[src/rtl/cpu_ctrl_pkg.sv]
// Shared definitions for the reg-reg ALU control sequencer: states, opcodes,
// IR field positions, fault codes and the strobe bundle.
package cpu_ctrl_pkg;

  typedef enum logic [2:0] {
    ST_IDLE = 3'd0,
    ST_T0   = 3'd1,
    ST_T1   = 3'd2,
    ST_T2   = 3'd3,
    ST_T3   = 3'd4,
    ST_T4   = 3'd5,
    ST_T5   = 3'd6,
    ST_T6   = 3'd7
  } state_t;

  localparam logic [4:0] OP_ADD = 5'b00011;
  localparam logic [4:0] OP_SUB = 5'b00100;
  localparam logic [4:0] OP_AND = 5'b00101;
  localparam logic [4:0] OP_OR  = 5'b00110;
  localparam logic [4:0] OP_SHL = 5'b00111;
  localparam logic [4:0] OP_SHR = 5'b01000;
  localparam logic [4:0] OP_ROR = 5'b01001;
  localparam logic [4:0] OP_ROL = 5'b01010;
  localparam logic [4:0] OP_MUL = 5'b01111;
  localparam logic [4:0] OP_DIV = 5'b10000;
  localparam logic [4:0] OP_NEG = 5'b10001;
  localparam logic [4:0] OP_NOT = 5'b10010;

  localparam int IR_OP_MSB = 31;
  localparam int IR_OP_LSB = 27;
  localparam int IR_RA_MSB = 26;
  localparam int IR_RA_LSB = 23;
  localparam int IR_RB_MSB = 22;
  localparam int IR_RB_LSB = 19;
  localparam int IR_RC_MSB = 18;
  localparam int IR_RC_LSB = 15;

  localparam logic [1:0] FAULT_NONE    = 2'b00;
  localparam logic [1:0] FAULT_ILLEGAL = 2'b01;
  localparam logic [1:0] FAULT_TIMEOUT = 2'b10;

  typedef struct packed {
    logic PCout;
    logic MARin;
    logic IncPC;
    logic Zin;
    logic Zlowout;
    logic Zhighout;
    logic PCin;
    logic Read;
    logic MDRin;
    logic MDRout;
    logic IRin;
    logic Yin;
    logic HIin;
    logic LOin;
  } strobes_t;

  function automatic logic is_legal_op(input logic [4:0] op);
    case (op)
      OP_ADD, OP_SUB, OP_AND, OP_OR, OP_SHL, OP_SHR, OP_ROR, OP_ROL,
      OP_MUL, OP_DIV, OP_NEG, OP_NOT: return 1'b1;
      default:                        return 1'b0;
    endcase
  endfunction

  function automatic logic is_muldiv(input logic [4:0] op);
    return (op == OP_MUL) || (op == OP_DIV);
  endfunction

  function automatic logic is_unary(input logic [4:0] op);
    return (op == OP_NEG) || (op == OP_NOT);
  endfunction

endpackage

[src/rtl/alu_ctrl_sequencer_if.sv]
// Handshake and strobe bundle between the control sequencer (slave side)
// and the datapath/driver (master side).
interface alu_ctrl_sequencer_if;
  logic        run;
  logic        mem_ready;
  logic [31:0] IR;
  logic        PCout, MARin, IncPC, Zin, Zlowout, Zhighout;
  logic        PCin, Read, MDRin, MDRout, IRin, Yin, HIin, LOin;
  logic [15:0] Rin;
  logic [15:0] Rout;
  logic [4:0]  opcode;
  logic        done;
  logic [1:0]  fault;

  modport master (
    output run, mem_ready, IR,
    input  PCout, MARin, IncPC, Zin, Zlowout, Zhighout,
    input  PCin, Read, MDRin, MDRout, IRin, Yin, HIin, LOin,
    input  Rin, Rout, opcode, done, fault
  );

  modport slave (
    input  run, mem_ready, IR,
    output PCout, MARin, IncPC, Zin, Zlowout, Zhighout,
    output PCin, Read, MDRin, MDRout, IRin, Yin, HIin, LOin,
    output Rin, Rout, opcode, done, fault
  );
endinterface

[src/rtl/reg_field_decoder.sv]
// 4-bit register index to 16-bit one-hot enable; all zero when en is low.
module reg_field_decoder (
  input  logic [3:0]  idx,
  input  logic        en,
  output logic [15:0] onehot
);
  genvar gi;
  generate
    for (gi = 0; gi < 16; gi++) begin : g_bit
      assign onehot[gi] = en && (idx == 4'(gi));
    end
  endgenerate
endmodule

[src/rtl/alu_ctrl_sequencer.sv]
// Fetch/execute control-step sequencer for reg-reg ALU instructions.
// Every output is registered from the next-state decode so it lines up with its state.
module alu_ctrl_sequencer
  import cpu_ctrl_pkg::*;
#(
  parameter int MEM_WAIT_MAX = 16
) (
  input logic                 Clock,
  input logic                 clear,
  alu_ctrl_sequencer_if.slave bus
);
  localparam int CW = $clog2(MEM_WAIT_MAX + 1);
  localparam logic [CW-1:0] STALL_LAST = CW'(MEM_WAIT_MAX - 1);

  state_t        state_reg, state_next;
  logic [CW-1:0] stall_reg, stall_next;
  logic [1:0]    fault_reg, fault_next;
  strobes_t      strb_reg, strb_next;
  logic [15:0]   rin_reg, rin_next, rout_reg, rout_next;
  logic [4:0]    opcode_reg, opcode_next;
  logic          done_reg, done_next;
  logic          rin_en, rout_en;
  logic [3:0]    rout_idx;

  logic [4:0] ir_op;
  logic [3:0] ir_ra, ir_rb, ir_rc;
  logic       op_legal, op_muldiv, op_unary;
  logic       ir_unused;

  assign ir_op     = bus.IR[IR_OP_MSB:IR_OP_LSB];
  assign ir_ra     = bus.IR[IR_RA_MSB:IR_RA_LSB];
  assign ir_rb     = bus.IR[IR_RB_MSB:IR_RB_LSB];
  assign ir_rc     = bus.IR[IR_RC_MSB:IR_RC_LSB];
  assign ir_unused = ^bus.IR[IR_RC_LSB-1:0];
  assign op_legal  = is_legal_op(ir_op);
  assign op_muldiv = is_muldiv(ir_op);
  assign op_unary  = is_unary(ir_op);

  always_comb begin
    state_next  = state_reg;
    stall_next  = '0;
    fault_next  = fault_reg;
    done_next   = 1'b0;
    strb_next   = '0;
    opcode_next = '0;
    rin_en      = 1'b0;
    rout_en     = 1'b0;
    rout_idx    = ir_rb;

    case (state_reg)
      ST_IDLE: if (bus.run) begin
        state_next = ST_T0;
        fault_next = FAULT_NONE;
      end
      ST_T0: state_next = ST_T1;
      ST_T1: begin
        if (bus.mem_ready) begin
          state_next = ST_T2;
        end else if (stall_reg == STALL_LAST) begin
          state_next = ST_IDLE;
          fault_next = FAULT_TIMEOUT;
        end else begin
          stall_next = stall_reg + CW'(1);
        end
      end
      ST_T2: state_next = ST_T3;
      ST_T3: begin
        if (op_legal) begin
          state_next = ST_T4;
        end else begin
          state_next = ST_IDLE;
          fault_next = FAULT_ILLEGAL;
        end
      end
      ST_T4: state_next = ST_T5;
      ST_T5: begin
        state_next = op_muldiv ? ST_T6 : ST_IDLE;
        done_next  = !op_muldiv;
      end
      ST_T6: begin
        state_next = ST_IDLE;
        done_next  = 1'b1;
      end
      default: state_next = ST_IDLE;
    endcase

    // Strobes for the state being entered; PC update happens only on T1 entry.
    case (state_next)
      ST_T0: begin
        strb_next.PCout = 1'b1;
        strb_next.MARin = 1'b1;
        strb_next.IncPC = 1'b1;
        strb_next.Zin   = 1'b1;
      end
      ST_T1: begin
        strb_next.Read    = 1'b1;
        strb_next.MDRin   = 1'b1;
        strb_next.PCin    = (state_reg == ST_T0);
        strb_next.Zlowout = (state_reg == ST_T0);
      end
      ST_T2: begin
        strb_next.MDRout = 1'b1;
        strb_next.IRin   = 1'b1;
      end
      ST_T3: begin
        // An illegal instruction spends its T3 cycle with every strobe low.
        rout_en       = op_legal;
        strb_next.Yin = op_legal;
      end
      ST_T4: begin
        rout_en       = 1'b1;
        rout_idx      = op_unary ? ir_rb : ir_rc;
        opcode_next   = ir_op;
        strb_next.Zin = 1'b1;
      end
      ST_T5: begin
        strb_next.Zlowout = 1'b1;
        strb_next.LOin    = op_muldiv;
        rin_en            = !op_muldiv;
      end
      ST_T6: begin
        strb_next.Zhighout = 1'b1;
        strb_next.HIin     = 1'b1;
      end
      default: ;
    endcase
  end

  reg_field_decoder u_rin_dec (
    .idx    (ir_ra),
    .en     (rin_en),
    .onehot (rin_next)
  );

  reg_field_decoder u_rout_dec (
    .idx    (rout_idx),
    .en     (rout_en),
    .onehot (rout_next)
  );

  always_ff @(posedge Clock or negedge clear) begin
    if (!clear) begin
      state_reg  <= ST_IDLE;
      stall_reg  <= '0;
      fault_reg  <= FAULT_NONE;
      strb_reg   <= '0;
      rin_reg    <= '0;
      rout_reg   <= '0;
      opcode_reg <= '0;
      done_reg   <= 1'b0;
    end else begin
      state_reg  <= state_next;
      stall_reg  <= stall_next;
      fault_reg  <= fault_next;
      strb_reg   <= strb_next;
      rin_reg    <= rin_next;
      rout_reg   <= rout_next;
      opcode_reg <= opcode_next;
      done_reg   <= done_next;
    end
  end

  assign bus.PCout    = strb_reg.PCout;
  assign bus.MARin    = strb_reg.MARin;
  assign bus.IncPC    = strb_reg.IncPC;
  assign bus.Zin      = strb_reg.Zin;
  assign bus.Zlowout  = strb_reg.Zlowout;
  assign bus.Zhighout = strb_reg.Zhighout;
  assign bus.PCin     = strb_reg.PCin;
  assign bus.Read     = strb_reg.Read;
  assign bus.MDRin    = strb_reg.MDRin;
  assign bus.MDRout   = strb_reg.MDRout;
  assign bus.IRin     = strb_reg.IRin;
  assign bus.Yin      = strb_reg.Yin;
  assign bus.HIin     = strb_reg.HIin;
  assign bus.LOin     = strb_reg.LOin;
  assign bus.Rin      = rin_reg;
  assign bus.Rout     = rout_reg;
  assign bus.opcode   = opcode_reg;
  assign bus.done     = done_reg;
  assign bus.fault    = fault_reg;

endmodule

[src/flat_wrapper.sv]
// flat-port wrapper written by rule: the top's interface ports become plain ports
module alu_ctrl_sequencer_flat import cpu_ctrl_pkg::*;
#(
  parameter int MEM_WAIT_MAX = 16
)
  (Clock, clear, bus_run, bus_mem_ready, bus_IR, bus_PCout, bus_MARin, bus_IncPC, bus_Zin, bus_Zlowout, bus_Zhighout, bus_PCin, bus_Read, bus_MDRin, bus_MDRout, bus_IRin, bus_Yin, bus_HIin, bus_LOin, bus_Rin, bus_Rout, bus_opcode, bus_done, bus_fault);
  alu_ctrl_sequencer_if bus_i ();
  input logic Clock;
  input logic clear;
  input wire logic [$bits(bus_i.run)-1:0] bus_run;
  input wire logic [$bits(bus_i.mem_ready)-1:0] bus_mem_ready;
  input wire logic [$bits(bus_i.IR)-1:0] bus_IR;
  output wire logic [$bits(bus_i.PCout)-1:0] bus_PCout;
  output wire logic [$bits(bus_i.MARin)-1:0] bus_MARin;
  output wire logic [$bits(bus_i.IncPC)-1:0] bus_IncPC;
  output wire logic [$bits(bus_i.Zin)-1:0] bus_Zin;
  output wire logic [$bits(bus_i.Zlowout)-1:0] bus_Zlowout;
  output wire logic [$bits(bus_i.Zhighout)-1:0] bus_Zhighout;
  output wire logic [$bits(bus_i.PCin)-1:0] bus_PCin;
  output wire logic [$bits(bus_i.Read)-1:0] bus_Read;
  output wire logic [$bits(bus_i.MDRin)-1:0] bus_MDRin;
  output wire logic [$bits(bus_i.MDRout)-1:0] bus_MDRout;
  output wire logic [$bits(bus_i.IRin)-1:0] bus_IRin;
  output wire logic [$bits(bus_i.Yin)-1:0] bus_Yin;
  output wire logic [$bits(bus_i.HIin)-1:0] bus_HIin;
  output wire logic [$bits(bus_i.LOin)-1:0] bus_LOin;
  output wire logic [$bits(bus_i.Rin)-1:0] bus_Rin;
  output wire logic [$bits(bus_i.Rout)-1:0] bus_Rout;
  output wire logic [$bits(bus_i.opcode)-1:0] bus_opcode;
  output wire logic [$bits(bus_i.done)-1:0] bus_done;
  output wire logic [$bits(bus_i.fault)-1:0] bus_fault;
  assign bus_i.run = bus_run;
  assign bus_i.mem_ready = bus_mem_ready;
  assign bus_i.IR = bus_IR;
  assign bus_PCout = bus_i.PCout;
  assign bus_MARin = bus_i.MARin;
  assign bus_IncPC = bus_i.IncPC;
  assign bus_Zin = bus_i.Zin;
  assign bus_Zlowout = bus_i.Zlowout;
  assign bus_Zhighout = bus_i.Zhighout;
  assign bus_PCin = bus_i.PCin;
  assign bus_Read = bus_i.Read;
  assign bus_MDRin = bus_i.MDRin;
  assign bus_MDRout = bus_i.MDRout;
  assign bus_IRin = bus_i.IRin;
  assign bus_Yin = bus_i.Yin;
  assign bus_HIin = bus_i.HIin;
  assign bus_LOin = bus_i.LOin;
  assign bus_Rin = bus_i.Rin;
  assign bus_Rout = bus_i.Rout;
  assign bus_opcode = bus_i.opcode;
  assign bus_done = bus_i.done;
  assign bus_fault = bus_i.fault;
  alu_ctrl_sequencer #(.MEM_WAIT_MAX(MEM_WAIT_MAX)) u_core (.Clock(Clock), .clear(clear), .bus(bus_i));
endmodule
[config.mk]
export PLATFORM = sky130hd
export DESIGN_NAME = alu_ctrl_sequencer_flat
export DESIGN_NICKNAME = d
export VERILOG_FILES = /design/src/rtl/cpu_ctrl_pkg.sv /design/src/rtl/alu_ctrl_sequencer_if.sv /design/src/rtl/reg_field_decoder.sv /design/src/rtl/alu_ctrl_sequencer.sv /design/src/flat_wrapper.sv
export SDC_FILE = /design/constraint.sdc
export NUM_CORES = 1
export LEC_CHECK = 0
export CAP_MARGIN = 20
export CORE_MARGIN = 10
export CORE_UTILIZATION = 48
export CTS_BUF_LIST = sky130_fd_sc_hd__clkbuf_16
export DETAILED_ROUTE_END_ITERATION = 16
export PLACE_DENSITY = 0.95
export SYNTH_ARGS = -nofsm -noshare
export SYNTH_HDL_FRONTEND = slang
export SYNTH_SLANG_ARGS = --single-unit
export TNS_END_PERCENT = 100
[constraint.sdc]
create_clock -name Clock -period 5 [get_ports Clock]
set_input_delay 0.75 -clock Clock [delete_from_list [all_inputs] [get_ports Clock]]
set_output_delay 0.75 -clock Clock [all_outputs]
set_load 0.01 [all_outputs]
==> results of run 1 <==
logic make-up (layout without fill, tap and decap cells):
family                   count (synthesis)  in the layout
multiplexers                             1              1
AO/OA/AOI/OAI                           54             54
flip-flops                              57             57
buffers and inverters                   14             94
XOR/XNOR                                 4              4
adder cells (fa/ha/maj)                  1              1
AND/OR/NAND/NOR                         96             96
final cells by class:
type / count / area share, %
clock buffer: 9 / 6.459
clock inverter: 7 / 1.543
inverter: 3 / 0.3229
multi-input combinational: 156 / 27.05
sequential: 57 / 40.90
tap: 67 / 2.404
timing repair buffer: 75 / 21.31
layer usage:
layer  part of all wire [%]  global-route usage (%)  vias up
met5                      0                       0        -
li1                       -                       -      962
met2                     49                   25.00       89
met4                    3.0                   9.791        0
met1                     40                   16.74      993
met3                    7.6                   4.774       16
power by group:
part	leakage, nW	internal (mW)	switching (mW)
clock	0.144	0.374	0.189
combinational	0.573	0.142	0.151
sequential	0.785	0.504	0.0483
total	1.50	1.02	0.388
per-stage QoR:
step / setup WS, ps / cell area (um2) / hold WS (ps)
global route: 1840 / 3487 / 517.7
floorplan: 2902 / 2450 / 429.8
CTS: 2064 / 3487 / 477.7
finish: 2024 / 3487 / 470.0
global placement: 1851 / 3208 / 450.3
detailed placement: 1772 / 3208 / 472.5
how the worst min path moves through the flow:
stage | startpoint | endpoint | slack [ps] | depth (start not counted)
2_1_floorplan | u_core.stall_reg[0]$_DFF_PN0_ | u_core.stall_reg[0]$_DFF_PN0_ | 430 | 1
3_3_place_gp | u_core.stall_reg[0]$_DFF_PN0_ | u_core.stall_reg[0]$_DFF_PN0_ | 450 | 1
3_5_place_dp | u_core.stall_reg[0]$_DFF_PN0_ | u_core.stall_reg[0]$_DFF_PN0_ | 470 | 1
4_1_cts | u_core.stall_reg[0]$_DFF_PN0_ | u_core.stall_reg[0]$_DFF_PN0_ | 480 | 1
5_1_grt | u_core.stall_reg[0]$_DFF_PN0_ | u_core.stall_reg[0]$_DFF_PN0_ | 520 | 1
6_report | u_core.stall_reg[0]$_DFF_PN0_ | u_core.stall_reg[0]$_DFF_PN0_ | 470 | 1
synthesized netlist by cell type, drive strengths merged (5+ instances only):
master | instances | area [um2]
nand2b | 6 | 37.54
nor3 | 10 | 50.05
and2 | 7 | 43.79
nand3 | 8 | 40.04
o21ai | 11 | 55.05
buf | 7 | 53.80
nor2b | 5 | 31.28
nand2 | 5 | 18.77
a21oi | 23 | 118.9
dfrtp | 57 | 1426
nor2 | 28 | 105.1
==> impl_metrics.csv, run 1 <==
group,metric,value,unit
final_layout,nets,339,
final_layout,diodes,0,
final_layout,drive_gt1_share,5.863,%
drt,drt_iter0_drc,166,
placement,port-buffer-count,74,
placement,gp_congestion,0.8398,
final_layout,final_cell_mix,"73 x clkdlybuf4s50_1, 57 x dfrtp_1, 28 x nor2_1",
sta,final_max_slew_viol_count,0,
cts,cts_tree,"built",
critical_path,worst-path-buf-inv,1,
die,pin_count,90,
logic_synthesis,postSynthCellCount,227,
logic_synthesis,synthArstFlopShare,100.0,%
cts,cts_resized,0,
critical_path,crit_chain,"clkdlybuf4s50_1 -> nand2b_1 -> o21a_1 -> o211ai_1 -> o21ai_0 -> a21oi_1",
logic_synthesis,ys_seq_area_share,58.22,%
global_route,grt-ovfl-total,0,
critical_path,slowest_delay,790,ps
final_layout,postLayoutCoreUtil,71.92,%
sta,fin_setup_tns,0,ps
critical_path,worstSetupStartpoint,"bus_IR[30]",
final_layout,fin_cells,374,
cts,cts-root-buf,"clkbuf_16",
sta,slew_headroom,33.66,%
sta,rsz0062_at_grt,"no",
placement,placedCellCount,358,
drt,drc,0,
logic_synthesis,synth-warning-count,0,
critical_path,crit_slowest_cell,"o211ai_1",
die,dieArea,8361,um2
final_layout,fillers,354,
sta,timing.fmax,336.1,MHz
critical_path,timing.rr.end,"u_core.bus.Rout[4]$_DFF_PN0_",
final_layout,mostFrequentLayoutCell,"clkdlybuf4s50_1",
critical_path,crit_path_end,"u_core.bus.Rout[6]$_DFF_PN0_",
global_route,grt_usage,15.25,%
critical_path,cp.required,5230,ps
cts,htree_levels,3,
power_and_ir_drop,powerDensity,404.0,nW/um2
die,rows,25,
drt,routed_via_density,5.508,
drt,finalWirelength,6194,um
flow_run,drv_cap,0,
die,die_x,91.44,um
critical_path,timing.rr.start,"u_core.state_reg[2]$_DFF_PN0_",
sta,post-route-period-util,59.51,%
logic_synthesis,yosys.area_share.simple,22.27,%
cts,post-cts-setup-buffers,0,
drt,antenna_left,0,
global_route,grt_pass1_vias,2146,
sta,fin_crit,2976,ps
critical_path,rrSetupSlack,2510,ps
final_layout,register_area,1426,um2
cts,ctsLongestPathBuffers,2,
sta,worst_pin_slew,990.7,ps
power_and_ir_drop,p_total,1.409,mW
logic_synthesis,synth.area.mux_share,0.4597,%
placement,place_hpwl,4291,um
drt,vias,2060,
logic_synthesis,synth_fa_ha_area_share,0.5107,%
logic_synthesis,syn_area,2450,um2
die,core_area,4848,um2
global_route,antenna_found_initial,0,
die,floorplan.initialDensity,50.53,%
final_layout,multiInputGateArea,943.4,um2
final_layout,areaGrowthSynthToFinish,42.34,%
logic_synthesis,synth_edf_count,0,
cts,clk_pin_slew,50,ps
global_route,grt_pass1_wl,10340,um
critical_path,crit_arrival,3210,ps
critical_path,path_max_fanout,14,
cts,clk_latency,320,ps
drt,dr.pass1.iters,4,
logic_synthesis,synthXorXnorAreaFrac,1.430,%
hold_path,hp-class,"register to register",
critical_path,r2r_cells,5,
sta,clock_skew,4.136,ps
critical_path,path_depth,6,
power_and_ir_drop,peakVddDrop,0.2558,mV
critical_path,critPathTopFamily,"compound AO/OA/AOI/OAI gates",
cts,cts-hold-fix-buffers,0,
cts,clock_sinks,57,
logic_synthesis,synth_top_family_by_area,"simple AND/OR/NAND/NOR gates",
critical_path,cp-start-kind,"primary input",
sta,hold_viol,0,
logic_synthesis,synth_cell_types,48,
critical_path,setup.worst_path.class,"primary input to register",
drt,routedWlPerCell,16.56,um
run_status,status,"finished clean",
logic_synthesis,syn_avg_cell_area,10.79,um2
logic_synthesis,synth_nets,264,
global_route,grt_max_degree,58,
logic_synthesis,synth-seq-cells,57,
logic_synthesis,synth_ff_type,"dfrtp_1",
cts,cts_buffers,9,
power_and_ir_drop,p_leak,1.502,nW
logic_synthesis,synth_compound_area_share,13.84,%
critical_path,cp-end-kind,"register",
sta,finalSetupViolCount,0,
die,die_h,91.44,um
Note: power is estimated with default switching activity, not from simulation.
==> run 2: changes to the inputs <==
- CORE_UTILIZATION: 48 -> 44
- PLACE_DENSITY: 0.95 -> 0.89
- clock period: 5 -> 2.8 ns (I/O delays scaled with it)
==> impl_metrics.csv, run 2 (synthesized netlist as in run 1, its figures left out) <==
group,metric,value,unit
power_and_ir_drop,switching_share,27.42,%
sta,timing.fmax,445.5,MHz
sta,finalSetupViolCount,0,
critical_path,cp-end-kind,"register",
hold_path,hp-class,"primary input to async pin",
final_layout,areaGrowthSynthToFinish,44.48,%
critical_path,path_max_fanout,10,
cts,htree_levels,3,
cts,clock_sinks,57,
final_layout,drive_gt1_share,7.987,%
power_and_ir_drop,p_sw,701.5,uW
power_and_ir_drop,clkPwrFrac,39.5,%
cts,cts_resized,0,
global_route,antenna_found_initial,0,
drt,routed_via_density,5.369,
die,pin_count,90,
run_status,status,"finished clean",
drt,dr.pass1.iters,4,
cts,cts_buffers,9,
critical_path,slowest_delay,590,ps
critical_path,crit_arrival,2500,ps
global_route,grt_util_met1,16.27,%
sta,rsz0062_at_grt,"no",
sta,worst_pin_slew,544.1,ps
die,die_h,94.62,um
critical_path,timing.rr.start,"u_core.state_reg[1]$_DFF_PN0_",
final_layout,nets,345,
critical_path,crit_chain,"clkdlybuf4s50_1 -> nor3b_4 -> nand2b_1 -> o211a_1 -> or4_1 -> a21oi_1",
cts,cts-hold-fix-buffers,0,
final_layout,diodes,0,
power_and_ir_drop,powerDensity,722.9,nW/um2
power_and_ir_drop,peakVddDrop,0.4011,mV
global_route,grt_usage,14.71,%
cts,ctsLongestPathBuffers,2,
global_route,grt_pass1_wl,10110,um
global_route,grt_max_degree,35,
final_layout,final_cell_mix,"73 x clkdlybuf4s50_1, 57 x dfrtp_1, 28 x nor2_1",
cts,cts-root-buf,"clkbuf_16",
power_and_ir_drop,p_leak,1.538,nW
drt,routedWlPerCell,16.74,um
power_and_ir_drop,comb_power_share,24.0,%
global_route,grt_pass1_vias,2037,
die,core_area,5439,um2
drt,drc,0,
sta,fin_hold_ws,78.75,ps
sta,slew_headroom,63.72,%
placement,gp_congestion,0.8377,
die,floorplan.initialDensity,45.04,%
cts,post-cts-setup-buffers,0,
cts,clk_latency,330,ps
flow_run,drv_cap,0,
drt,drt_iter0_drc,256,
cts,clk_pin_slew,50,ps
sta,hold_viol,0,
sta,final_max_slew_viol_count,0,
drt,antenna_left,0,
die,dieArea,8952,um2
critical_path,crit_slowest_cell,"clkdlybuf4s50_1",
global_route,grt_use_met2,23.17,%
placement,place_hpwl,4543,um
die,die_x,94.62,um
final_layout,mostFrequentLayoutCell,"clkdlybuf4s50_1",
global_route,grt-ovfl-total,0,
drt,vias,2067,
sta,fin_crit,2245,ps
global_route,met3_usage,4.837,%
drt,finalWirelength,6446,um
critical_path,setup.worst_path.class,"primary input to register",
critical_path,cp.required,3050,ps
power_and_ir_drop,p_int,1.857,mW
critical_path,worstSetupStartpoint,"bus_IR[31]",
global_route,grt.busiest_layer,"met2",
sta,fin_setup_tns,0,ps
placement,port-buffer-count,74,
sta,clock_skew,4.034,ps
sta,post-route-period-util,80.17,%
die,rows,27,
power_and_ir_drop,power_frac_seq,36.4,%
critical_path,cp-start-kind,"primary input",
cts,cts_tree,"built",
final_layout,fillers,401,
==> run 2: per-stage QoR <==
step                      power (mW)  util [%]  area, um2  std cells  setup slack (ps)
after global placement         1.542     59.93       3259        369             345.5
after detailed placement       1.555     59.93       3259        369             290.1
after global routing           2.674     65.08       3540        385             428.4
final                          2.559     65.08       3540        385             555.3
after floorplan                1.283         -       2450        227              1011
after CTS                      2.574     65.08       3540        385             609.0
==> run 2: per-layer routing <==
metal  routed length (um)  part of all wire (%)
met5                    0                     0
met4                  204                   3.2
met3                  533                   8.3
met2                 3155                    49
met1                 2552                    40
==> run 2: worst max-delay path, delay by kind of cell <==
kind / cells / cell delay (ps)
compound gates: 2 / 410
buf+inv: 1 / 590
simple gates: 3 / 1070
==> run 2: worst paths after layout <==
kind	to	cells after the start	slack (ps)
setup / recovery	u_core.bus.Rout[0]$_DFF_PN0_	6	560
hold / removal	u_core.bus.Rout[7]$_DFF_PN0_	1	80
setup reg to reg	u_core.bus.Rout[12]$_DFF_PN0_	5	820
hold reg to reg	u_core.stall_reg[0]$_DFF_PN0_	1	460
max in group asynchronous	u_core.bus.Rout[10]$_DFF_PN0_	2	1910
min in group Clock	u_core.stall_reg[0]$_DFF_PN0_	1	460
==> run 2: cell type report <==
class | instances | area, um2 | area share (%)
Inverter | 3 | 11.26 | 0.3181
Multi-Input combinational cell | 156 | 943.4 | 26.65
Timing Repair Buffer | 81 | 788.3 | 22.27
Tap cell | 72 | 90.09 | 2.545
Clock inverter | 7 | 55.05 | 1.555
Clock buffer | 9 | 225.2 | 6.363
Sequential cell | 57 | 1426 | 40.30
==> run 2: power groups by stage <==
| stage | logic (mW) | registers, mW | clock network, mW |
|---|---|---|---|
| 2_1_floorplan | 0.306 | 0.977 | 0 |
| 3_3_place_gp | 0.600 | 0.942 | 0 |
| 3_5_place_dp | 0.610 | 0.944 | 0 |
| 4_1_cts | 0.619 | 0.933 | 1.02 |
| 5_1_grt | 0.670 | 0.940 | 1.06 |
| 6_report | 0.615 | 0.932 | 1.01 |
==> run 3: changes to the inputs <==
- CORE_UTILIZATION: 44 -> 40
- PLACE_DENSITY: 0.89 -> 0.86
- clock period: 2.8 -> 2 ns (I/O delays scaled with it)
==> impl_metrics.csv, run 3 (synthesized netlist as in run 1, its figures left out) <==
group,metric,value,unit
flow_run,drv_cap,0,
power_and_ir_drop,comb_power_share,24.6,%
hold_path,hp-class,"primary input to register",
power_and_ir_drop,powerDensity,1019,nW/um2
cts,clk_latency,330,ps
hold_path,worstHoldEndpoint,"u_core.bus.opcode[1]$_DFF_PN0_",
sta,finalSetupViolCount,0,
drt,vias,2128,
power_and_ir_drop,p_int,2.784,mW
final_layout,fillers,408,
cts,cts_buffers,9,
drt,routed_via_density,5.216,
sta,final_max_slew_viol_count,0,
power_and_ir_drop,power_frac_seq,34.2,%
drt,dr.pass1.iters,4,
cts,htree_levels,3,
global_route,antenna_found_initial,0,
final_layout,mostFrequentLayoutCell,"clkdlybuf4s50_1",
sta,hold_viol,0,
power_and_ir_drop,clkPwrFrac,41.1,%
die,rows,28,
hold_path,hold_depth,2,
final_layout,nets,365,
global_route,grt_pass1_wl,11290,um
final_layout,final_cell_area,3755,um2
global_route,grt_pass1_vias,2254,
cts,ctsLongestPathBuffers,2,
sta,fin_setup_tns,0,ps
sta,fin_crit,1897,ps
die,floorplan.initialDensity,41.38,%
sta,fin_hold_ws,336.2,ps
critical_path,timing.rr.start,"u_core.state_reg[1]$_DFF_PN0_",
global_route,grt_usage,14.47,%
cts,cts_tree,"built",
sta,rsz0062_at_grt,"no",
drt,drc,0,
sta,timing.fmax,527.2,MHz
final_layout,diodes,0,
critical_path,path_max_fanout,7,
hold_path,hp-start,"bus_IR[28]",
global_route,grt-ovfl-total,0,
sta,worst_slack,103.2,ps
power_and_ir_drop,switching_share,27.22,%
cts,clk_pin_slew,50,ps
die,die_x,98.26,um
die,pin_count,90,
final_layout,postLayoutCoreUtil,63.42,%
critical_path,cp-end-kind,"register",
cts,clock_sinks,57,
critical_path,timing.rr.end,"u_core.bus.Rout[12]$_DFF_PN0_",
drt,finalWirelength,6899,um
placement,placedInstanceArea,3418,um2
placement,port-buffer-count,74,
cts,cts-root-buf,"clkbuf_16",
placement,placedCellCount,391,
run_status,status,"finished clean",
critical_path,cp.required,2250,ps
final_layout,areaGrowthSynthToFinish,53.27,%
power_and_ir_drop,p_leak,1.675,nW
sta,post-route-period-util,94.84,%
critical_path,cp-start-kind,"register",
placement,place_hpwl,4952,um
die,die_h,98.26,um
final_layout,multiInputGateArea,950.9,um2
power_and_ir_drop,p_total,3.825,mW
global_route,grt_max_degree,37,
final_layout,drive_gt1_share,14.41,%
critical_path,setup.worst_path.class,"register to register",
power_and_ir_drop,peakVddDrop,0.5680,mV
sta,slew_headroom,66.78,%
placement,gp_congestion,0.8481,
die,dieArea,9655,um2
final_layout,final_cell_mix,"70 x clkdlybuf4s50_1, 57 x dfrtp_1, 28 x nor2_1",
placement,pre_cts_slack,-301.2,ps
die,core_area,5921,um2
sta,clock_skew,5.070,ps
final_layout,fin_cells,408,
critical_path,r2r_cells,5,
drt,drt_iter0_drc,153,
power_and_ir_drop,p_sw,1.041,mW
drt,routedWlPerCell,16.91,um
critical_path,rrSetupSlack,100,ps
drt,antenna_left,0,
critical_path,crit_arrival,2150,ps
final_layout,register_area,1426,um2
sta,worst_pin_slew,498.3,ps
## run 3: final cells by class
class / count / share of cell area [%]
multi-input cells: 156 / 25.32
clock inverters: 7 / 2.299
clock buffers: 9 / 5.998
repair buffers: 101 / 25.59
inverters: 3 / 0.2999
well taps: 75 / 2.499
flip-flops and latches: 57 / 37.99
## run 3: routing by layer
layer  vias to the layer above  part of all wire (%)  global-route usage [%]  routed length, um
met4                         0                   2.6                   7.166                178
li1                       1019                     -                       -                  -
met3                        14                   6.7                   4.933                465
met1                      1025                    40                   15.44               2733
met5                         -                     0                       0                  0
met2                        70                    51                   24.97               3522
## run 3: timing repair
action,in CTS,in global routing
setup endpoints to repair,0,17
hold buffers,1,0
setup buffers,0,0
endpoints found under the hold margin,21,0
resized for setup,0,6
## run 3: worst max path at each step
stage                                  startpoint                             to  cells past startpoint
floorplan           u_core.state_reg[1]$_DFF_PN0_  u_core.bus.Rout[12]$_DFF_PN0_                      5
global placement                       bus_IR[29]   u_core.bus.Rout[1]$_DFF_PN0_                      6
detailed placement                     bus_IR[30]  u_core.bus.Rout[11]$_DFF_PN0_                      8
CTS                                    bus_IR[29]   u_core.bus.Rout[1]$_DFF_PN0_                      6
global route                           bus_IR[31]  u_core.bus.Rout[11]$_DFF_PN0_                      8
finish              u_core.state_reg[1]$_DFF_PN0_  u_core.bus.Rout[12]$_DFF_PN0_                      5
## run 3: power by group through the flow
stage               clock (mW)  combinational [mW]  sequential [mW]
detailed placement           0               0.909             1.33
CTS                       1.59               0.933             1.31
global route              1.64                1.03             1.32
floorplan                    0               0.428             1.37
finish                    1.57               0.942             1.31
global placement             0               0.892             1.32
## run 3: worst max-delay path, cell delays in order, from the launching register on
cell	delay, ps
dfrtp_1	370
or3b_1	500
a21oi_2	210
mux2_2	370
nand3b_1	210
a21oi_1	160
